$ cat src/rtl/acc_handshake_responder_pkg.sv
// Shared types and defaults for the accelerator-side enable/done handshake responders.
// Also used by the CCD responder, so keep the state encoding stable.
package acc_handshake_responder_pkg;

    typedef enum logic [2:0] {
        IDLE  = 3'd0,
        START = 3'd1,
        BUSY  = 3'd2,
        ABORT = 3'd3,
        DONE  = 3'd4
    } acc_state_t;

    localparam int unsigned ACC_TIMEOUT_CYCLES_DEFAULT = 4096;
    localparam int unsigned ACC_CNT_W_DEFAULT          = 16;

    // Counter value seen in the last BUSY cycle before a timeout abort.
    function automatic logic [31:0] timeout_last(input int unsigned cycles);
        return (cycles == 0) ? 32'd0 : 32'(cycles - 1);
    endfunction

endpackage

$ cat src/rtl/acc_handshake_responder_if.sv
// Enable/done handshake plus core sequencing signals between CPU status bits,
// the responder and the accelerator core.
interface acc_handshake_responder_if
    import acc_handshake_responder_pkg::*;
#(
    parameter int unsigned CNT_W = ACC_CNT_W_DEFAULT
) ();

    logic             iACC_en;
    logic             oACC_done;
    logic             oCore_start;
    logic             oCore_abort;
    logic             iCore_done;
    logic             oBusy;
    logic             oTimeout;
    logic [CNT_W-1:0] oCycles;

    // Responder side
    modport slave (
        input  iACC_en,
        input  iCore_done,
        output oACC_done,
        output oCore_start,
        output oCore_abort,
        output oBusy,
        output oTimeout,
        output oCycles
    );

    // CPU/core side
    modport master (
        output iACC_en,
        output iCore_done,
        input  oACC_done,
        input  oCore_start,
        input  oCore_abort,
        input  oBusy,
        input  oTimeout,
        input  oCycles
    );

endinterface

$ cat src/rtl/acc_handshake_responder_sat_counter.sv
// Saturating up-counter with synchronous clear; pins at all-ones instead of wrapping.
module sat_counter #(
    parameter int unsigned CNT_W = 16
) (
    input  logic             clk,
    input  logic             rst,
    input  logic             clear,
    input  logic             inc,
    output logic [CNT_W-1:0] q,
    output logic             at_max
);

    logic [CNT_W-1:0] q_reg;

    always_ff @(posedge clk) begin
        if (rst) begin
            q_reg <= '0;
        end else if (clear) begin
            q_reg <= '0;
        end else if (inc && !at_max) begin
            q_reg <= q_reg + 1'b1;
        end
    end

    assign at_max = &q_reg;
    assign q      = q_reg;

endmodule

$ cat src/rtl/acc_handshake_responder.sv
// Accelerator end of the CPU enable/done four-phase handshake: starts the core,
// supervises it with a busy timeout and reports the busy-cycle count.
module acc_handshake_responder
    import acc_handshake_responder_pkg::*;
#(
    parameter int unsigned TIMEOUT_CYCLES = ACC_TIMEOUT_CYCLES_DEFAULT,
    parameter int unsigned CNT_W          = ACC_CNT_W_DEFAULT
) (
    input logic                      clk,
    input logic                      rst,
    acc_handshake_responder_if.slave bus
);

    localparam logic [31:0] TIMEOUT_LAST = timeout_last(TIMEOUT_CYCLES);
    localparam bit          TIMEOUT_EN   = (TIMEOUT_CYCLES != 0);

    acc_state_t       state_reg, state_next;
    logic             done_reg, start_reg, abort_reg, busy_reg, timeout_reg;
    logic             done_next, start_next, abort_next, busy_next, timeout_next;
    logic             cnt_clear, cnt_inc, cnt_at_max;
    logic [CNT_W-1:0] cnt_q;
    logic             timeout_hit;

    sat_counter #(
        .CNT_W (CNT_W)
    ) u_cycles (
        .clk    (clk),
        .rst    (rst),
        .clear  (cnt_clear),
        .inc    (cnt_inc),
        .q      (cnt_q),
        .at_max (cnt_at_max)
    );

    // Compared at 32 bits so a timeout beyond the counter range simply never fires.
    assign timeout_hit = TIMEOUT_EN && (32'(cnt_q) == TIMEOUT_LAST);
    assign cnt_inc     = (state_reg == BUSY) && !cnt_at_max;

    always_ff @(posedge clk) begin
        if (rst) begin
            state_reg <= IDLE;
        end else begin
            state_reg <= state_next;
        end
    end

    always_comb begin
        state_next   = state_reg;
        timeout_next = timeout_reg;
        cnt_clear    = 1'b0;
        case (state_reg)
            IDLE: begin
                if (bus.iACC_en) begin
                    state_next   = START;
                    cnt_clear    = 1'b1;
                    timeout_next = 1'b0;
                end
            end
            START: state_next = BUSY;
            BUSY: begin
                // Core completion beats both a CPU withdrawal and a timeout in the same cycle.
                if (bus.iCore_done) begin
                    state_next = DONE;
                end else if (!bus.iACC_en) begin
                    state_next = ABORT;
                end else if (timeout_hit) begin
                    state_next   = ABORT;
                    timeout_next = 1'b1;
                end
            end
            ABORT: state_next = bus.iACC_en ? DONE : IDLE;
            DONE: begin
                if (!bus.iACC_en) begin
                    state_next = IDLE;
                end
            end
            default: state_next = IDLE;
        endcase

        // Outputs are decoded from the next state so they register alongside it.
        start_next = (state_next == START);
        busy_next  = (state_next == START) || (state_next == BUSY);
        abort_next = (state_next == ABORT);
        done_next  = (state_next == DONE);
    end

    always_ff @(posedge clk) begin
        if (rst) begin
            done_reg    <= 1'b0;
            start_reg   <= 1'b0;
            abort_reg   <= 1'b0;
            busy_reg    <= 1'b0;
            timeout_reg <= 1'b0;
        end else begin
            done_reg    <= done_next;
            start_reg   <= start_next;
            abort_reg   <= abort_next;
            busy_reg    <= busy_next;
            timeout_reg <= timeout_next;
        end
    end

    assign bus.oACC_done   = done_reg;
    assign bus.oCore_start = start_reg;
    assign bus.oCore_abort = abort_reg;
    assign bus.oBusy       = busy_reg;
    assign bus.oTimeout    = timeout_reg;
    assign bus.oCycles     = cnt_q;

endmodule
$ cat src/flat_wrapper.sv
// flat-port wrapper written by rule: the top's interface ports become plain ports
module acc_handshake_responder_flat import acc_handshake_responder_pkg::*;
#(
    parameter int unsigned TIMEOUT_CYCLES = ACC_TIMEOUT_CYCLES_DEFAULT,
    parameter int unsigned CNT_W          = ACC_CNT_W_DEFAULT
)
  (clk, rst, bus_iACC_en, bus_iCore_done, bus_oACC_done, bus_oCore_start, bus_oCore_abort, bus_oBusy, bus_oTimeout, bus_oCycles);
  acc_handshake_responder_if #(.CNT_W(CNT_W)) bus_i ();
  input logic clk;
  input logic rst;
  input wire logic [$bits(bus_i.iACC_en)-1:0] bus_iACC_en;
  input wire logic [$bits(bus_i.iCore_done)-1:0] bus_iCore_done;
  output wire logic [$bits(bus_i.oACC_done)-1:0] bus_oACC_done;
  output wire logic [$bits(bus_i.oCore_start)-1:0] bus_oCore_start;
  output wire logic [$bits(bus_i.oCore_abort)-1:0] bus_oCore_abort;
  output wire logic [$bits(bus_i.oBusy)-1:0] bus_oBusy;
  output wire logic [$bits(bus_i.oTimeout)-1:0] bus_oTimeout;
  output wire logic [$bits(bus_i.oCycles)-1:0] bus_oCycles;
  assign bus_i.iACC_en = bus_iACC_en;
  assign bus_i.iCore_done = bus_iCore_done;
  assign bus_oACC_done = bus_i.oACC_done;
  assign bus_oCore_start = bus_i.oCore_start;
  assign bus_oCore_abort = bus_i.oCore_abort;
  assign bus_oBusy = bus_i.oBusy;
  assign bus_oTimeout = bus_i.oTimeout;
  assign bus_oCycles = bus_i.oCycles;
  acc_handshake_responder #(.TIMEOUT_CYCLES(TIMEOUT_CYCLES), .CNT_W(CNT_W)) u_core (.clk(clk), .rst(rst), .bus(bus_i));
endmodule
$ cat config.mk
export PLATFORM = sky130hd
export DESIGN_NAME = acc_handshake_responder_flat
export DESIGN_NICKNAME = d
export VERILOG_FILES = /design/src/rtl/acc_handshake_responder_pkg.sv /design/src/rtl/acc_handshake_responder_if.sv /design/src/rtl/acc_handshake_responder_sat_counter.sv /design/src/rtl/acc_handshake_responder.sv /design/src/flat_wrapper.sv
export SDC_FILE = /design/constraint.sdc
export NUM_CORES = 1
export LEC_CHECK = 0
export BUFFER_PORTS_ARGS = -buffer_cell sky130_fd_sc_hd__buf_2
export CAP_MARGIN = 15
export CORE_MARGIN = 5
export CORE_UTILIZATION = 48
export CTS_BUF_LIST = sky130_fd_sc_hd__clkbuf_16
export DETAILED_ROUTE_END_ITERATION = 8
export GPL_ROUTABILITY_DRIVEN = 0
export GPL_TIMING_DRIVEN = 0
export PLACE_DENSITY = 0.79
export RECOVER_POWER = 100
export SLEW_MARGIN = 25
export SYNTH_ARGS = -nofsm -noshare
export SYNTH_HDL_FRONTEND = slang
export SYNTH_SLANG_ARGS = --single-unit
$ cat constraint.sdc
create_clock -name clk -period 1.7 [get_ports clk]
set_input_delay 0.425 -clock clk [delete_from_list [all_inputs] [get_ports clk]]
set_output_delay 0.425 -clock clk [all_outputs]
set_load 0.005 [all_outputs]
==> results of run 1 <==
## what timing repair did
| item | 4_1_cts | 5_1_grt |
|---|---|---|
| resized for setup | 6 | 29 |
| buffers inserted | 1 | 5 |
| gates cloned | 0 | 1 |
| pin swaps | 3 | 9 |
| hold buffers | 0 | 0 |
| endpoints found under the setup margin | 15 | 18 |
## through the flow
stage | hold WS (ns) | setup WS, ns | TNS [ns]
final | 0.409 | -0.0837 | -0.142
after global routing | 0.423 | -0.150 | -0.495
after CTS | 0.407 | -0.156 | -0.550
after detailed placement | 0.462 | -0.250 | -2.48
after global placement | 0.433 | -0.190 | -1.93
after floorplan | 0.442 | 0.0361 | 0
## cells in the mapped netlist (3+ instances only)
master / n
dfxtp_1: 24
o31ai_1: 6
nor3_1: 4
and3_1: 3
a21oi_1: 13
or4_1: 7
nand4_1: 3
nand3_1: 7
o21ai_0: 3
buf_2: 4
or3_1: 5
nor2_1: 10
nand2_1: 8
inv_1: 4
## worst min path at each step
stage                                      from                                end  cells after the start
2_1_floorplan  u_core.bus.oTimeout$_SDFFE_PP0P_   u_core.bus.oTimeout$_SDFFE_PP0P_                      2
3_3_place_gp   u_core.bus.oTimeout$_SDFFE_PP0P_   u_core.bus.oTimeout$_SDFFE_PP0P_                      2
4_1_cts                          bus_iCore_done  u_core.bus.oCore_abort$_SDFF_PP0_                      2
3_5_place_dp   u_core.bus.oTimeout$_SDFFE_PP0P_   u_core.bus.oTimeout$_SDFFE_PP0P_                      2
6_report                         bus_iCore_done  u_core.bus.oCore_abort$_SDFF_PP0_                      2
5_1_grt                          bus_iCore_done  u_core.bus.oCore_abort$_SDFF_PP0_                      2
## cell families after synthesis
family                     count (synthesis)  share of synthesized area [%]
and+or+nand+nor                           65                           34.3
DFF                                       24                           38.7
AOI/OAI and AO/OA                         36                           20.1
muxes                                      2                           1.61
buffers and inverters                     12                           4.33
adders and majority gates                  1                           1.01
## placed cells by master, fill, tap and decap left out, drive strengths merged, types with 2 or more instances in the layout
master / count
a21oi: 13
and3: 3
and4: 2
buf: 32
clkbuf: 9
dfxtp: 24
inv: 5
mux2i: 2
nand2: 8
nand3: 7
nand4: 5
nor2: 10
nor2b: 2
nor3: 5
nor3b: 2
nor4: 3
o21ai: 5
o31ai: 6
or3: 5
or4: 8
## power by group through the flow
stage                     clock network, mW  logic [mW]  registers, mW
after floorplan                           0      0.0644          0.589
after global placement                    0      0.0922          0.588
after detailed placement                  0      0.0962          0.588
after CTS                             0.679      0.0983          0.574
after global routing                  0.710       0.123          0.577
final                                 0.679       0.113          0.576
## layer usage
layer  wire (µm)  vias to the layer above  share of wire, %  global-route usage [%]
met5           0                        -                 0                       0
met4          44                        0               1.3                    9.29
met3         218                        5               6.3                    3.83
met2        1740                       50                50                    33.0
met1        1480                      586                42                    22.8
li1            -                      611                 -                       -
## layout make-up
type | instances | area (µm²) | share of cell area (%)
multi-input combinational | 104 | 790 | 47.4
sequential | 24 | 489 | 29.4
timing repair buffer | 31 | 171 | 10.3
clock buffer | 3 | 75.1 | 4.51
buffer | 7 | 53.8 | 3.23
tap | 30 | 37.5 | 2.25
clock inverter | 1 | 30.0 | 1.80
inverter | 5 | 18.8 | 1.13
## critical path, cell delays in order, from the launching register on
cell and delay, ns:
dfxtp_4 0.34, or4_4 0.55, nor4_4 0.32, o221ai_2 0.16, a2111oi_2 0.32
==> out/metrics.cfg, run 1 <==
[cells_and_area]
largest_register_ffs = 16
area_delta_synth_final_pct = 34.2
stdcell_area_um2 = 1670
diodes = 0
final_nets = 181
n_fill_cell = 201
final_util_pct = 67.2
final_cells = 205
drive_gt1_share_pct = 36.6

[power]
p_leak_nw = 0.638
clkPwrFrac_pct = 49.6
power_frac_comb_pct = 8.2
p_int_mw = 1.08
swShare_pct = 20.8
powerDensity_nw_per_um2 = 821
ir_drop_v = 0.000534
p_seq_share_pct = 42.1
net-switching-power_mw = 0.284
finalPower_mw = 1.37

[grt]
track_usage_pct = 19.2
grt_max_degree = 15
gr-total-overflow = 0
grt_pass1_wl_um = 5400
antenna_found_initial = 0
grt_pass1_vias = 1242

[min_path]
min-delay-path-class = in2reg

[synthesis]
syn-num-nets = 145
avgSynthCellArea_um2 = 8.87
synth_cell_types = 47
syn_inst = 140
netlist.area_leader.share_pct = 38.7
ys_warn_count = 0
post-synth-top-area-cell = dfxtp_1
ys.flop_type = dfxtp_1
synth-edff-count = 0
async_flop_share_pct = 0
yosys-top-cells-area = dfxtp_1 39%, a21oi_1 5.2%, or4_1 4.2%, o31ai_1 3.6%, nor2_1 3.0%
ys_seq_area_share_pct = 38.7
synthesis.area_um2 = 1240
synth_seq_cells = 24

[placed_design]
io_buffer_count = 24
placed_cells = 194
dpl_cell_area_um2 = 1400
dp_hpwl_um = 2300

[sta]
slew_headroom_pct = 64.7
finClkSkew_ns = 0.00253
hold_viol = 0
finalSetupViolCount = 3
maxSlewViolCount = 0
rsz0062_at_grt = true
period_minus_slack_ns = 1.78
fmaxAchievable_ghz = 0.561
worst_pin_slew_ns = 0.527
period_share_pct = 105
fin_ws_ns = -0.0837

[die]
rows = 18
start_util_pct = 50.1
coreArea_um2 = 2480
pin_count = 25
die_w_um = 60.9
die-area_um2 = 3700
dieHeight_um = 60.9

[routing]
wl_um = 3480
drtIter0Drc = 64
drt_pass1_iterations = 5
wl_per_cell_um = 17.0
drc = 0
post_drt_via_cell_ratio = 6.11
antenna_left = 0
num_vias = 1252

[worst_setup_path]
arrival_ns = 1.94
cp_max_fo = 3
reg2reg_from = u_core.u_cycles.q[12]$_SDFFE_PP0P_
worstSetupStartpoint = u_core.u_cycles.q[12]$_SDFFE_PP0P_
critPathKind = reg2reg
r2r_end = u_core.bus.oCore_abort$_SDFF_PP0_
worstPathRequired_ns = 1.86
reg2reg_depth = 4
crit_path_start_kind = flop
end_kind = flop
endpoint = u_core.bus.oCore_abort$_SDFF_PP0_
rrSetupSlack_ns = -0.08

[cts]
clk_root_buffer_cell = clkbuf_16
cts_buffers = 3
clk_pin_slew_ns = 0.06
clk_latency_ns = 0.26
htreeDepth = 1
clock_sinks = 24
cts_tree = yes
clock_path_buffers = 2

[flow_run]
cap_violations = 0

[status]
violations = negative setup slack
status = finished with violations

Power figures use the tool's default switching activity.
==> run 2: changes to the inputs <==
--- a/config.mk
+++ b/config.mk
@@ -13,6 +13,7 @@
 export DETAILED_ROUTE_END_ITERATION = 8
 export GPL_ROUTABILITY_DRIVEN = 0
 export GPL_TIMING_DRIVEN = 0
+export MAX_ROUTING_LAYER = met4
 export PLACE_DENSITY = 0.79
 export RECOVER_POWER = 100
 export SLEW_MARGIN = 25
==> constraint.sdc (replaced) <==
create_clock -name clk -period 1.7 [get_ports clk]
set_input_delay 0.425 -clock clk [delete_from_list [all_inputs] [get_ports clk]]
set_output_delay 0.425 -clock clk [all_outputs]
set_load 0.01 [all_outputs]
==> run 2 against run 1 <==
Net effect: the run still ends with negative setup slack left; sequential share of layout area fell by 1.5 points; count of clock-buffer cells in the layout is the same; combinational power rose by 20%.
==> out/metrics.cfg, run 2 (synthesized netlist as in run 1, its figures left out) <==
[status]
status = finished with violations
violations = negative setup slack

[die]
start_util_pct = 50.1  ; unchanged
dieHeight_um = 60.9  ; unchanged
die_w_um = 60.9  ; unchanged
rows = 18  ; unchanged
die-area_um2 = 3700  ; unchanged
coreArea_um2 = 2480  ; unchanged
pin_count = 25  ; unchanged

[sta]
period_minus_slack_ns = 1.79  ; +0.00553 ns
maxSlewViolCount = 0  ; unchanged
period_share_pct = 105  ; +0.33 points
hold_ws_ns = 0.426  ; +0.0173 ns
finalSetupViolCount = 6  ; +3
fin_ws_ns = -0.0892  ; -0.00553 ns
worst_pin_slew_ns = 0.575  ; +0.0479 ns
fmaxAchievable_ghz = 0.559  ; -0.31%
finClkSkew_ns = 0.00269  ; +0.000162 ns
rsz0062_at_grt = true
slew_headroom_pct = 61.5  ; -3.2 points
hold_viol = 0  ; unchanged

[flow_run]
cap_violations = 0  ; unchanged

[cells_and_area]
largest_register_ffs = 16  ; unchanged
final_nets = 198  ; +9.4%
final_cell_mix = 27 x buf_4, 19 x buf_2, 17 x dfxtp_1, 11 x a21oi_1, 9 x nor2_1
drive_gt1_share_pct = 43.2  ; +6.7 points
area_delta_synth_final_pct = 42.8
n_fill_cell = 189  ; -6.0%
diodes = 0  ; unchanged
layout_commonest_cell = buf_4

[routing]
drc = 0  ; unchanged
wl_per_cell_um = 17.6  ; +3.7%
drtIter0Drc = 47  ; -27%
drt_pass1_iterations = 4  ; -1
post_drt_via_cell_ratio = 6.11  ; about the same
num_vias = 1357  ; +8.4%
antenna_left = 0  ; unchanged
wl_um = 3910  ; +12%

[worst_setup_path]
cpLargestDelayFamily = simple AND/OR/NAND/NOR gates
critPathKind = reg2reg
critical-path-slowest-cell = or4_4
end_kind = flop
path_cells = ha_4 > nand4_1 > buf_4 > or4_4 > nand3_1 > o211a_1
crit_path_start_kind = flop
cp_num_buf_inv = 1  ; +1
worstPathRequired_ns = 1.90  ; +0.04 ns
cpPeakStageDelay_ns = 0.55  ; about the same
cp_max_fo = 3  ; unchanged
crit_cells = 6  ; +2
arrival_ns = 1.99  ; +0.05 ns
reg2reg_depth = 6  ; +2

[cts]
clock_sinks = 24  ; unchanged
clk_pin_slew_ns = 0.06  ; about the same
cts_buffers = 3  ; unchanged
cts_tree = yes
clk_root_buffer_cell = clkbuf_16
htreeDepth = 1  ; unchanged
clock_path_buffers = 2  ; unchanged
hold_buffers = 0  ; unchanged
clk_latency_ns = 0.26  ; about the same

[placed_design]
io_buffer_count = 24  ; unchanged
dp_hpwl_um = 2230  ; -3.0%

[grt]
grt_pass1_wl_um = 5600  ; +3.7%
grt_pass1_vias = 1218  ; -1.9%
track_usage_pct = 20.3  ; +1.1 points
gr-total-overflow = 0  ; unchanged
antenna_found_initial = 0  ; unchanged
grt_max_degree = 14  ; -1

[min_path]
min-delay-path-class = in2reg
hold_depth = 2  ; unchanged

[power]
p_leak_nw = 0.691  ; +8.3%
p_int_mw = 0.946  ; -13%
finalPower_mw = 1.23  ; -9.9%
net-switching-power_mw = 0.285  ; +0.49%
clkPwrFrac_pct = 41.8  ; -7.8 points
power_frac_comb_pct = 11.0  ; +2.8 points
ir_drop_v = 0.000867  ; +62%
p_seq_share_pct = 47.2  ; +5.1 points
powerDensity_nw_per_um2 = 695  ; -15%
swShare_pct = 23.2  ; +2.4 points

[run 2: worst paths after layout]
kind,start,to,slack (ns)
setup / recovery,u_core.u_cycles.q[0]$_SDFFE_PP0P_,u_core.u_cycles.q[5]$_SDFFE_PP0P_,-0.09
hold / removal,bus_iCore_done,u_core.bus.oCore_abort$_SDFF_PP0_,0.43
setup reg to reg,u_core.u_cycles.q[0]$_SDFFE_PP0P_,u_core.u_cycles.q[5]$_SDFFE_PP0P_,-0.09
hold reg to reg,u_core.bus.oTimeout$_SDFFE_PP0P_,u_core.bus.oTimeout$_SDFFE_PP0P_,0.47
[run 2: power groups by stage]
stage / combinational (mW) / sequential (mW) / clock [mW]
2_1_floorplan: 0.0644 / 0.592 / 0
3_3_place_gp: 0.0947 / 0.588 / 0
3_5_place_dp: 0.0986 / 0.588 / 0
4_1_cts: 0.104 / 0.573 / 0.518
5_1_grt: 0.145 / 0.582 / 0.546
6_report: 0.136 / 0.581 / 0.515
[run 2: per-stage QoR]
step	area, µm²	worst slack [ns]	util (%)	TNS, ns	std cells
2_1_floorplan	1240	-0.00893	-	-0.00893	140
3_3_place_gp	1400	-0.190	56.5	-1.93	194
3_5_place_dp	1400	-0.237	56.5	-2.27	194
4_1_cts	1580	0.000239	63.9	0	205
5_1_grt	1770	-0.182	71.6	-1.06	222
6_report	1770	-0.0892	71.6	-0.265	222
[run 2: timing repair]
action / 4_1_cts / 5_1_grt
buffers inserted: 7 / 18
resized for setup: 15 / 22
endpoints found under the setup margin: 15 / 17
pin swaps: 3 / 10
[run 2: cell type report]
cell class	count	area, µm²	area share (%)
multi-input cells	104	797	45.0
plain buffers	6	46.3	2.61
flip-flops and latches	24	494	27.9
repair buffers	49	300	16.9
well taps	30	37.5	2.12
inverters	5	18.8	1.06
clock inverters	1	3.75	0.212
clock buffers	3	75.1	4.23
[run 2: layer usage]
layer  up-vias  global-route usage, %  routed length [µm]
met1       634                   24.2                1720
met5         -                      -                   0
li1        644                      -                   -
met4         0                   5.88                  92
met2        66                   35.0                1830
met3        13                   3.19                 275
==> run 3: changes to the inputs <==
--- a/config.mk
+++ b/config.mk
@@ -7,8 +7,10 @@
 export LEC_CHECK = 0
 export BUFFER_PORTS_ARGS = -buffer_cell sky130_fd_sc_hd__buf_2
 export CAP_MARGIN = 15
+export CELL_PAD_IN_SITES_DETAIL_PLACEMENT = 1
+export CELL_PAD_IN_SITES_GLOBAL_PLACEMENT = 1
 export CORE_MARGIN = 5
-export CORE_UTILIZATION = 48
+export CORE_UTILIZATION = 36
 export CTS_BUF_LIST = sky130_fd_sc_hd__clkbuf_16
 export DETAILED_ROUTE_END_ITERATION = 8
 export GPL_ROUTABILITY_DRIVEN = 0
==> run 3 against run 2 <==
Net effect: the run still ends with negative setup slack left; sequential share of layout area grew 1.4 points; clock skew up 0.0048 ns; non-clock buffer count shrank 12; routed wire length up 4.4%; count of clock-buffer cells in the layout is the same; die area up 28%; first-iteration DRC count rose by 47%; clock power up 1%; register-to-register slack improved by 0.02 ns; highest routed layer unchanged; total power decreased by 1.4%; core utilization fell by 21 points.
==> out/metrics.cfg, run 3 (synthesized netlist as in run 1, its figures left out) <==
[status]
status = finished with violations
violations = negative setup slack

[worst_setup_path]
rrSetupSlack_ns = -0.07  ; +0.02 ns
critPathKind = reg2reg
reg2reg_depth = 7  ; +1
r2r_end = u_core.bus.oCore_start$_SDFF_PP0_
crit_path_start_kind = flop
cp_max_fo = 4  ; +1
reg2reg_from = u_core.u_cycles.q[1]$_SDFFE_PP0P_
arrival_ns = 1.95  ; -0.04 ns
cpPeakStageDelay_ns = 0.37  ; -0.18 ns
worstPathRequired_ns = 1.88  ; -0.02 ns
end_kind = flop
path_cells = ha_4 > nand4_1 > buf_6 > nor4_4 > buf_4 > nand4b_1 > a211oi_2
critical-path-slowest-cell = dfxtp_4

[cts]
cts_tree = yes
hold_buffers = 0  ; unchanged
clock_sinks = 24  ; unchanged
htreeDepth = 1  ; unchanged
clock_path_buffers = 2  ; unchanged
clk_pin_slew_ns = 0.06  ; about the same
clk_latency_ns = 0.26  ; about the same
clk_root_buffer_cell = clkbuf_16
cts_buffers = 3  ; unchanged

[sta]
maxSlewViolCount = 0  ; unchanged
period_minus_slack_ns = 1.77  ; -0.0210 ns
hold_viol = 0  ; unchanged
hold_ws_ns = 0.411  ; -0.0153 ns
fmaxAchievable_ghz = 0.566  ; +1.2%
worst_pin_slew_ns = 0.519  ; -0.0556 ns
rsz0062_at_grt = true
finalSetupViolCount = 2  ; -4
period_share_pct = 104  ; -1.2 points
setup_tns_ns = -0.112  ; +0.154 ns
finClkSkew_ns = 0.00752  ; +0.00484 ns
slew_headroom_pct = 65.2  ; +3.7 points
fin_ws_ns = -0.0682  ; +0.0210 ns

[min_path]
min-delay-start = bus_iCore_done
hold_depth = 2  ; unchanged
min-delay-path-class = in2reg
hold_path_end = u_core.bus.oCore_abort$_SDFF_PP0_

[routing]
drc = 0  ; unchanged
drtIter0Drc = 69  ; +47%
wl_um = 4090  ; +4.4%
num_vias = 1307  ; -3.7%
wl_per_cell_um = 18.1  ; +2.5%
post_drt_via_cell_ratio = 5.78  ; -5.4%
antenna_left = 0  ; unchanged
drt_pass1_iterations = 4  ; unchanged

[grt]
busiest_layer = met2
grtUsageMet3_pct = 2.76  ; -0.44 points
antenna_found_initial = 0  ; unchanged
grt_pass1_wl_um = 6400  ; +14%
grt_max_degree = 14  ; unchanged
track_usage_pct = 18.7  ; -1.6 points
gr-total-overflow = 0  ; unchanged
grt_pass1_vias = 1255  ; +3.0%
grt_use_met2_pct = 30.2  ; -4.8 points
grt_use_met1_pct = 23.4  ; -0.84 points

[cells_and_area]
final_util_pct = 50.7  ; -21 points
drive_gt1_share_pct = 37.2  ; -6.0 points
largest_register_ffs = 16  ; unchanged
diodes = 0  ; unchanged
area_delta_synth_final_pct = 36.3
final_cell_mix = 20 x buf_2, 18 x dfxtp_1, 13 x buf_4, 11 x a21oi_1, 9 x nor2_1
final_nets = 186  ; -6.1%
layout_commonest_cell = buf_2

[power]
p_seq_share_pct = 47.2  ; about the same
p_int_mw = 0.928  ; -1.9%
p_leak_nw = 0.649  ; -6.1%
swShare_pct = 23.6  ; +0.44 points
ir_drop_v = 0.000364  ; -58%
clkPwrFrac_pct = 42.9  ; +1.1 points
net-switching-power_mw = 0.287  ; +0.50%
power_frac_comb_pct = 10.0  ; -1.0 points
powerDensity_nw_per_um2 = 718  ; +3.4%

[die]
pin_count = 25  ; unchanged
die_w_um = 68.7  ; +13%
die-area_um2 = 4720  ; +28%
dieHeight_um = 68.7  ; +13%
rows = 21  ; +3
coreArea_um2 = 3340  ; +35%
start_util_pct = 37.2  ; -13 points

[placed_design]
io_buffer_count = 24  ; unchanged
dp_slack_ns = -0.274  ; -0.0377 ns
dp_hpwl_um = 2470  ; +10%

[flow_run]
cap_violations = 0  ; unchanged

==> run 3: layer usage <==
layer / wire, µm / vias up
met4: 88 / 0
met2: 1960 / 34
met1: 1820 / 642
li1: - / 622
met5: 0 / -
met3: 224 / 9
==> run 3: critical path: cells and delay by family, from the launching register on <==
| family | cells | cell delay [ns] |
|---|---|---|
| buffers and inverters | 2 | 0.33 |
| adders and majority gates | 1 | 0.14 |
| and+or+nand+nor | 3 | 0.60 |
| AOI/OAI and AO/OA | 1 | 0.26 |
| DFF | 1 | 0.37 |
==> run 3: area by class of cell <==
type | count | area [µm²]
fill | 410 | 1650
multi-input combinational | 104 | 782
sequential | 24 | 495
timing repair buffer | 36 | 208
clock buffer | 3 | 75.1
tap | 46 | 57.6
buffer | 7 | 51.3
inverter | 5 | 18.8
clock inverter | 1 | 3.75
==> run 3: worst max path at each step <==
stage                                        from                            endpoint  cells past startpoint
3_3_place_gp                          bus_iACC_en    u_core.bus.oTimeout$_SDFFE_PP0P_                      5
4_1_cts        u_core.u_cycles.q[15]$_SDFFE_PP0P_   u_core.bus.oCore_start$_SDFF_PP0_                      5
3_5_place_dp                          bus_iACC_en  u_core.u_cycles.q[14]$_SDFFE_PP0P_                      5
6_report        u_core.u_cycles.q[1]$_SDFFE_PP0P_   u_core.bus.oCore_start$_SDFF_PP0_                      7
2_1_floorplan   u_core.u_cycles.q[0]$_SDFFE_PP0P_   u_core.bus.oCore_abort$_SDFF_PP0_                      5
5_1_grt         u_core.u_cycles.q[0]$_SDFFE_PP0P_   u_core.bus.oCore_start$_SDFF_PP0_                      7
==> run 3: power by group through the flow <==
stage / Clock [mW] / Combinational, mW / Sequential, mW
5_1_grt: 0.545 / 0.131 / 0.574
3_5_place_dp: 0 / 0.102 / 0.588
2_1_floorplan: 0 / 0.0644 / 0.592
3_3_place_gp: 0 / 0.0981 / 0.588
6_report: 0.521 / 0.121 / 0.573
4_1_cts: 0.526 / 0.108 / 0.574
==> run 3: what timing repair did <==
item,in CTS,in global routing
pin swaps,3,10
gates resized for setup,15,19
cloned,1,0
setup endpoints to repair,15,20
setup buffers,4,7
==> run 3: per-stage QoR <==
stage	power (mW)	std cells	cell area, µm²
final	1.21	226	1690
after detailed placement	0.690	210	1420
after floorplan	0.656	140	1240
after global routing	1.25	226	1690
after CTS	1.21	219	1590
after global placement	0.686	210	1420
